[config.mk]
export PLATFORM = sky130hd
export DESIGN_NAME = find_freq_peak
export DESIGN_NICKNAME = d
export VERILOG_FILES = /design/src/rtl/find_freq_peak.sv
export SDC_FILE = /design/constraint.sdc
export NUM_CORES = 1
export LEC_CHECK = 0
export CAP_MARGIN = 25
export CORE_MARGIN = 3
export CORE_UTILIZATION = 63
export DETAILED_ROUTE_END_ITERATION = 10
export PLACE_DENSITY = 0.8
export SYNTH_ARGS = -nofsm -noshare
export SYNTH_HDL_FRONTEND = slang
export SYNTH_SLANG_ARGS = --single-unit
export TNS_END_PERCENT = 50
[constraint.sdc]
create_clock -name clk -period 17.7 [get_ports clk]
set_input_delay 3.54 -clock clk [delete_from_list [all_inputs] [get_ports clk]]
set_output_delay 3.54 -clock clk [all_outputs]
set_load 0.01 [all_outputs]
[src/rtl/find_freq_peak.sv]
// Peak-bin search over the FFT magnitude memory, mapped to the nearest guitar string.
// Optional FIND_FREQ_THRESHOLD_EN reports "no note" for peaks below MIN_MAG.
module find_freq_peak #(
    parameter int ADDR_W    = 11,
    parameter int DATA_W    = 10,
    parameter int START_BIN = 1,
    parameter int END_BIN   = 1023,
    parameter int TGT0      = 42,
    parameter int TGT1      = 56,
    parameter int TGT2      = 75,
    parameter int TGT3      = 100,
    parameter int TGT4      = 126,
    parameter int TGT5      = 169,
    parameter int MIN_MAG   = 16
) (
    input  logic              clk,
    input  logic              rst,
    input  logic              enable,
    output logic              did_find,
    output logic [ADDR_W-1:0] mem_addr,
    input  logic [DATA_W-1:0] data_in,
    output logic signed [9:0] difference,
    output logic [2:0]        note
);

    typedef enum logic [2:0] {IDLE, SCAN, DRAIN, MAP, DONE} state_t;

    localparam int DW = ADDR_W + 2;
    localparam logic signed [DW-1:0] SAT_HI = DW'(511);
    localparam logic signed [DW-1:0] SAT_LO = DW'(-512);
`ifdef FIND_FREQ_THRESHOLD_EN
    localparam bit THR_EN = 1'b1;
`else
    localparam bit THR_EN = 1'b0;
`endif

    state_t              state_q, state_d;
    logic [ADDR_W-1:0]   addr_q, addr_d;
    logic [ADDR_W-1:0]   rd_bin_q, rd_bin_d;
    logic                rd_valid_q, rd_valid_d;
    logic [DATA_W-1:0]   peak_mag_q, peak_mag_d;
    logic [ADDR_W-1:0]   peak_bin_q, peak_bin_d;
    logic [2:0]          note_q, note_d;
    logic signed [9:0]   diff_q, diff_d;
    logic                did_find_q, did_find_d;

    logic [2:0]          best_i;
    logic signed [DW-1:0] best_diff, best_dist, cur_diff, cur_dist;
    logic signed [9:0]   sat_diff;

    function automatic logic signed [DW-1:0] tgt(input int i);
        case (i)
            0:       tgt = DW'(TGT0);
            1:       tgt = DW'(TGT1);
            2:       tgt = DW'(TGT2);
            3:       tgt = DW'(TGT3);
            4:       tgt = DW'(TGT4);
            default: tgt = DW'(TGT5);
        endcase
    endfunction

    // Strict '<' keeps the lower string index when two targets are equidistant.
    always_comb begin
        best_i    = 3'd0;
        best_diff = signed'({2'b00, peak_bin_q}) - tgt(0);
        best_dist = best_diff[DW-1] ? -best_diff : best_diff;
        cur_diff  = '0;
        cur_dist  = '0;
        for (int i = 1; i < 6; i++) begin
            cur_diff = signed'({2'b00, peak_bin_q}) - tgt(i);
            cur_dist = cur_diff[DW-1] ? -cur_diff : cur_diff;
            if (cur_dist < best_dist) begin
                best_i    = 3'(i);
                best_diff = cur_diff;
                best_dist = cur_dist;
            end
        end
        if (best_diff > SAT_HI)
            sat_diff = 10'sd511;
        else if (best_diff < SAT_LO)
            sat_diff = -10'sd512;
        else
            sat_diff = best_diff[9:0];
    end

    always_comb begin
        state_d    = state_q;
        addr_d     = addr_q;
        rd_bin_d   = rd_bin_q;
        rd_valid_d = 1'b0;
        peak_mag_d = peak_mag_q;
        peak_bin_d = peak_bin_q;
        note_d     = note_q;
        diff_d     = diff_q;
        did_find_d = 1'b0;

        // data_in always belongs to the address issued one cycle earlier.
        if ((state_q == SCAN || state_q == DRAIN) && rd_valid_q
            && data_in > peak_mag_q) begin
            peak_mag_d = data_in;
            peak_bin_d = rd_bin_q;
        end

        case (state_q)
            IDLE: begin
                addr_d = '0;
                if (enable) begin
                    addr_d     = ADDR_W'(START_BIN);
                    peak_mag_d = '0;
                    peak_bin_d = ADDR_W'(START_BIN);
                    state_d    = SCAN;
                end
            end
            SCAN: begin
                rd_valid_d = 1'b1;
                rd_bin_d   = addr_q;
                if (!enable) begin
                    addr_d  = '0;
                    state_d = IDLE;
                end else if (addr_q == ADDR_W'(END_BIN)) begin
                    addr_d  = '0;
                    state_d = DRAIN;
                end else begin
                    addr_d = addr_q + 1'b1;
                end
            end
            DRAIN: begin
                addr_d  = '0;
                state_d = enable ? MAP : IDLE;
            end
            MAP: begin
                addr_d = '0;
                if (!enable) begin
                    state_d = IDLE;
                end else begin
                    if (THR_EN && peak_mag_q < DATA_W'(MIN_MAG)) begin
                        note_d = 3'd7;
                        diff_d = '0;
                    end else begin
                        note_d = best_i;
                        diff_d = sat_diff;
                    end
                    did_find_d = 1'b1;
                    state_d    = DONE;
                end
            end
            DONE: begin
                addr_d = '0;
                if (enable) did_find_d = 1'b1;
                else        state_d    = IDLE;
            end
            default: state_d = IDLE;
        endcase
    end

    always_ff @(posedge clk or posedge rst) begin
        if (rst) begin
            state_q    <= IDLE;
            addr_q     <= '0;
            rd_bin_q   <= '0;
            rd_valid_q <= 1'b0;
            peak_mag_q <= '0;
            peak_bin_q <= '0;
            note_q     <= 3'd7;
            diff_q     <= '0;
            did_find_q <= 1'b0;
        end else begin
            state_q    <= state_d;
            addr_q     <= addr_d;
            rd_bin_q   <= rd_bin_d;
            rd_valid_q <= rd_valid_d;
            peak_mag_q <= peak_mag_d;
            peak_bin_q <= peak_bin_d;
            note_q     <= note_d;
            diff_q     <= diff_d;
            did_find_q <= did_find_d;
        end
    end

    assign did_find   = did_find_q;
    assign mem_addr   = addr_q;
    assign note       = note_q;
    assign difference = diff_q;

endmodule

After elaboration in Yosys (flattened, before gate mapping)
Cells that the tools add are included.
Widths: inputs -> output; s select.
Storage, ports and cells
  register bits: 61
  input port bits: 13
Operators by class
  reductions and logical operators: 9
  eq/ne operators: 8
  mux-type cells: 42
  order comparisons: 8
  add/subtract/negate cells: 13
Operators with widths (number)
  $mux 13: 15
  $neg 12->13: 6
  $lt 13x13->1: 5
  $mux 11: 5
  $mux 10: 5
  $sub 11x7->12 const B: 3
  $pmux 11 s3: 1
  $mux 3: 9
  $sub 11x6->12 const B: 2
  $pmux 3 s5: 1
  $gt 13x10->1 const B: 1
  $lt 13x10->1 const B: 1
  $sub 11x8->12 const B: 1
  $add 11x1->11 const B: 1
  $eq 11x10->1 const B: 1
  $gt 10x10->1: 1
  $eq 3x2->1 const B: 2
  $mux 1: 5
  $ne 2x2->1 const B: 2
  $eq 3x1->1 const B: 1
  $eq 3x3->1 const B: 1
  $logic_not 3->1: 1
  $ne 3x2->1 const B: 1
  $reduce_and 3->1: 1
  other kinds (7): 8

Longest topological paths before layout
  depth in word-level cells: 16
  mapped depth: 80
  gate-level depth less buffers: 67

Least setup slack after synthesis
OpenSTA, ideal clock, no wires.
  kind: register to register
  start point: reg peak_bin_q[0]
  end point: reg diff_q[8], in the netlist difference[8]
  required time: 17.574 ns
  cell stages (with the launch flop): 77
  path slack: 3.668 ns
  clock period less this slack: 14.032 ns
  buffers on the path: 12
  data arrival time: 13.906 ns
  cell sequence: dfrtp_1 > inv_1 > clkbuf_1 > ha_1 > clkbuf_1 > nand2_1 > or4_1 > a31oi_1 > xor2_1 > inv_1 > ha_1 > nand2_1 > nor3_2 > a211oi_4 > mux2i_2 > clkbuf_1 > clkbuf_1 > nand2_1 > [... 41 more ...] > buf_2 > buf_2 > nor2_1 > a21oi_1 > ha_1 > a21o_1 > a21oi_1 > nor2b_1 > o21ai_0 > nand2b_1 > a21oi_1 > o21ai_0 > nand2b_1 > nor4_2 > a31o_2 > o31a_1 > o31ai_2 > o32a_1
On the way
  longest elaborated chain between the ends: 16
  elaborated cells on any way between the ends: 36
  classes of those cells: 12 x add/sub; 7 x order compare; 17 x mux
RTL lines
  start, declared: line 42  | logic [ADDR_W-1:0] peak_bin_q, peak_bin_d;
  start signal, assigned: line 173  | peak_bin_q <= peak_bin_d;
  $sub 11x6->12 (on tied branches): line 70, 65
  $neg 12->13 (on tied branches): line 71, 66
  $mux 13 (on tied branches): line 71, 66
  $lt 13x13->1: line 72  | if (cur_dist < best_dist) begin
  $mux 13: line 72
  $lt 13x13->1: line 72
  $mux 13: line 72
  $lt 13x13->1: line 72
  $mux 13: line 72
  $lt 13x13->1: line 72
  $mux 13: line 72
  $lt 13x13->1: line 72
  $mux 13 *: line 72
  $lt 13x10->1: line 80  | else if (best_diff < SAT_LO)
  $mux 10: line 80
  $mux 10 *: line 78  | if (best_diff > SAT_HI)
  end signal, assigned: line 175  | diff_q <= diff_d;
  end, declared: line 44  | logic signed [9:0] diff_q, diff_d;
Mark *: on every way between the ends. The rest lies on a longest branch, timed or not.
A chain may end at the register's enable or synchronous reset.

Worst setup path in the final report
  start point: reg peak_bin_q[0]
  end point: reg diff_q[2], in the netlist difference[2]
The elaborated chain is that of the path after synthesis.

==> summary.txt <==
CTS
  • Clock Path Buffers: 2
  • Post-CTS setup buffers: 0
  • Hold_buf cts: 0
  • # H-tree levels: 3
  • Worst skew pair latency: 0.32 ns
  • Inserted Clock Buffers: 9
  • CTS Sinks: 61
  • Post-CTS sizing: 0
  • CTS tree: yes
  • Root Driver: clkbuf_16
  • Clk slew on worst S/H paths: 0.05 ns

GRT
  • First-pass GRT wire length: 35600 µm
  • GR Overflow Total: 0
  • Total GRT Usage: 33.3%
  • Largest net degree at the start of global routing: 62
  • Number of global-route vias before repair: 7083
  • Initial antenna violation count: 0

STA
  • Slew @ Worst Pin: 1.03 ns
  • Setup violators final: 0
  • WHS: 0.497 ns
  • Fmax: 64.4 MHz
  • Slew Limit Fails: 0
  • Tcrit/Tclk final: 87.8%
  • Setup Total Neg Slack: 0 ns
  • Hold Violations, Final: 0
  • Slew HR: 31.3%
  • RSZ-0062 raised after global routing: false
  • Fin crit period: 15.54 ns
  • Worst Skew: 0.00544 ns

Cells and area
  • Layout area overhead: 10.1%
  • Nets: 1113
  • Layout cell share with drive strength beyond 1: 9.01%
  • Diode count: 0
  • Non-filler instance count after layout: 1164
  • Core Util, Final: 72.6%

Critical path
  • Setup Crit Path Kind: register to register
  • Required time worst endpoint: 17.95 ns
  • Peak per-stage delay on the critical path: 0.71 ns
  • Critical path startpoint category: register
  • Slowest cell on the critical path: or2_1
  • Crit. End Element: register
  • Crit-path max FO: 31
  • Worst-case reg-to-reg path depth: 67
  • CP arrival: 15.79 ns
  • Crit path top cell by count: o21ai_0

Yosys
  • Share of the synthesized area in the top cell type: 18.9%
  • Warnings from Yosys: 0
  • Synth cell count leaders: nor2_1, nand2_1, a21oi_1, ha_1, xnor2_1
  • Number of synthesized flops with an enable pin: 0
  • FF+latch count, synth: 61
  • Synth Instances: 989
  • Syn Std Cell Area: 0.00769 mm²
  • Synth async-reset ratio: 100%
  • Synth area leader: dfrtp_1
  • Distinct cell type count after synthesis: 89
  • Most numerous cell in the Yosys netlist: nor2_1
  • Synth area leaders: dfrtp_1, ha_1, xnor2_1, nor2_1, a21oi_1
  • Avg Inst Size Synth: 7.78 µm²
  • Ys flop type: dfrtp_1
  • Post-synthesis sequential area ratio: 19.9%

Routing
  • Drt wl/cell: 19.0 µm
  • Via density: 6.38
  • Number of remaining DRC errors: 0
  • Detailed Route WL: 22100 µm
  • Drt pass-1 iters: 5
  • Detailed Route Iter0 Violations: 671
  • Vias post-DR: 7431
  • Final antenna-violating net count: 0

Worst hold path
  • Hold Crit Class: register to register
  • Hold path cells: 1

Floorplan
  • Die Width: 116 µm
  • Num rows: 39
  • Core ar.: 0.0117 mm²
  • Initial Utilization: 65.9%
  • Ports: 38
  • Die Ht: 116 µm
  • Die footprint: 0.0136 mm²

Place
  • GPL Wtd Cong: 1.02
  • PortBufs: 37
  • # placed instances: 1150
  • HPWL after DPL: 16700 µm

Job
  • Total of max-cap violations: 0

Power
  • Pwr dens: 95.2 mW/mm²
  • Leakage: 3.81 nW
  • VDD IR-drop max: 137 µV
  • Tot Pwr: 0.000806 W

Status
  • Status: complete, no violations
[per-stage QoR]
| step | instance area (µm²) | setup slack [ns] |
|---|---|---|
| 2_1_floorplan | 7760 | 3.67 |
| 3_3_place_gp | 8180 | 2.95 |
| 3_5_place_dp | 8180 | 2.56 |
| 4_1_cts | 8470 | 2.52 |
| 5_1_grt | 8470 | 0.965 |
| 6_report | 8470 | 2.16 |
[sequential cells by signal, indices dropped and copies added (netlist names)]
name	count
did_find	1
rd_valid_q	1
difference	10
rd_bin_q	11
state_q	3
peak_bin_q	11
mem_addr	11
peak_mag_q	10
note	3
[worst paths after layout]
path	start	to	slack (ns)
hold / removal	rd_bin_q[0]	peak_bin_q[0]	0.50
setup reg to reg	peak_bin_q[0]	difference[2]	2.16
min in group asynchronous	rst	peak_mag_q[4]	3.76
hold reg to reg	rd_bin_q[0]	peak_bin_q[0]	0.50
setup / recovery	peak_bin_q[0]	difference[2]	2.16
max in group asynchronous	rst	difference[1]	13.44
[area by class of cell]
| class | count | area [µm²] |
|---|---|---|
| inverters | 43 | 161 |
| clock buffers | 13 | 280 |
| multi-input cells | 853 | 5840 |
| flip-flops and latches | 61 | 1530 |
| repair buffers | 50 | 468 |
| well taps | 143 | 179 |
| clock inverters | 1 | 5.00 |
| fillers | 990 | 3200 |
[routing by layer]
layer | part of all wire (%) | routed length (µm) | global-route usage [%]
met5 | 0 | 0 | 0
met4 | 3.5 | 785 | 12.7
met3 | 7.9 | 1740 | 5.18
met2 | 46 | 10300 | 54.7
met1 | 42 | 9340 | 44.2
[where the power goes]
part	internal [W]	switching [W]
logic	0.000187	0.000255
clock network	0.000108	0.0000554
registers	0.000173	0.0000282
total	0.000467	0.000339
[worst max-delay path, delay by kind of cell, from the launching register on]
| kind | cells | cell delay [ns] |
|---|---|---|
| flops | 1 | 0.57 |
| compound gates | 24 | 5.33 |
| buf+inv | 4 | 1.09 |
| mux | 3 | 0.56 |
| simple gates | 29 | 5.61 |
| xor+xnor | 1 | 0.33 |
| fa+ha+maj | 6 | 1.95 |
[cell families (layout without fill, tap and decap cells)]
| kind of cell | after synthesis | count (layout) | synth area share (%) |
|---|---|---|---|
| and+or+nand+nor | 349 | 349 | 21.6 |
| AOI/OAI and AO/OA | 265 | 265 | 22.8 |
| buffers and inverters | 93 | 107 | 5.16 |
| adders and majority gates | 84 | 84 | 13.6 |
| xor gates and xnor gates | 81 | 81 | 9.32 |
| DFF | 61 | 61 | 19.9 |
| muxes | 54 | 54 | 7.47 |
| other | 2 | 20 | 0.0977 |
[placed cells by master, fill, tap and decap left out, drive strengths merged, types with 4 or more instances in the layout]
master         count
xnor2             62
and3              12
nand3             15
clkdlybuf4s50     37
or3                6
nor2             135
xor2              19
nand2             86
dfrtp             58
conb              20
clkbuf            13
or2                4
o22ai              6
and2               9
a211oi            11
a31oi             15
and4               5
o211ai             6
nand2b             7
nor2b             11
a41oi              4
inv               43
o21a               6
nor3b              4
a2111oi            5
ha                82
mux2i             36
a21o              19
o22a               6
mux2              18
buf               13
nor3              35
nand4             11
nor4               6
o21ai             63
a21oi             85
(Power assumes the default switching activity.)
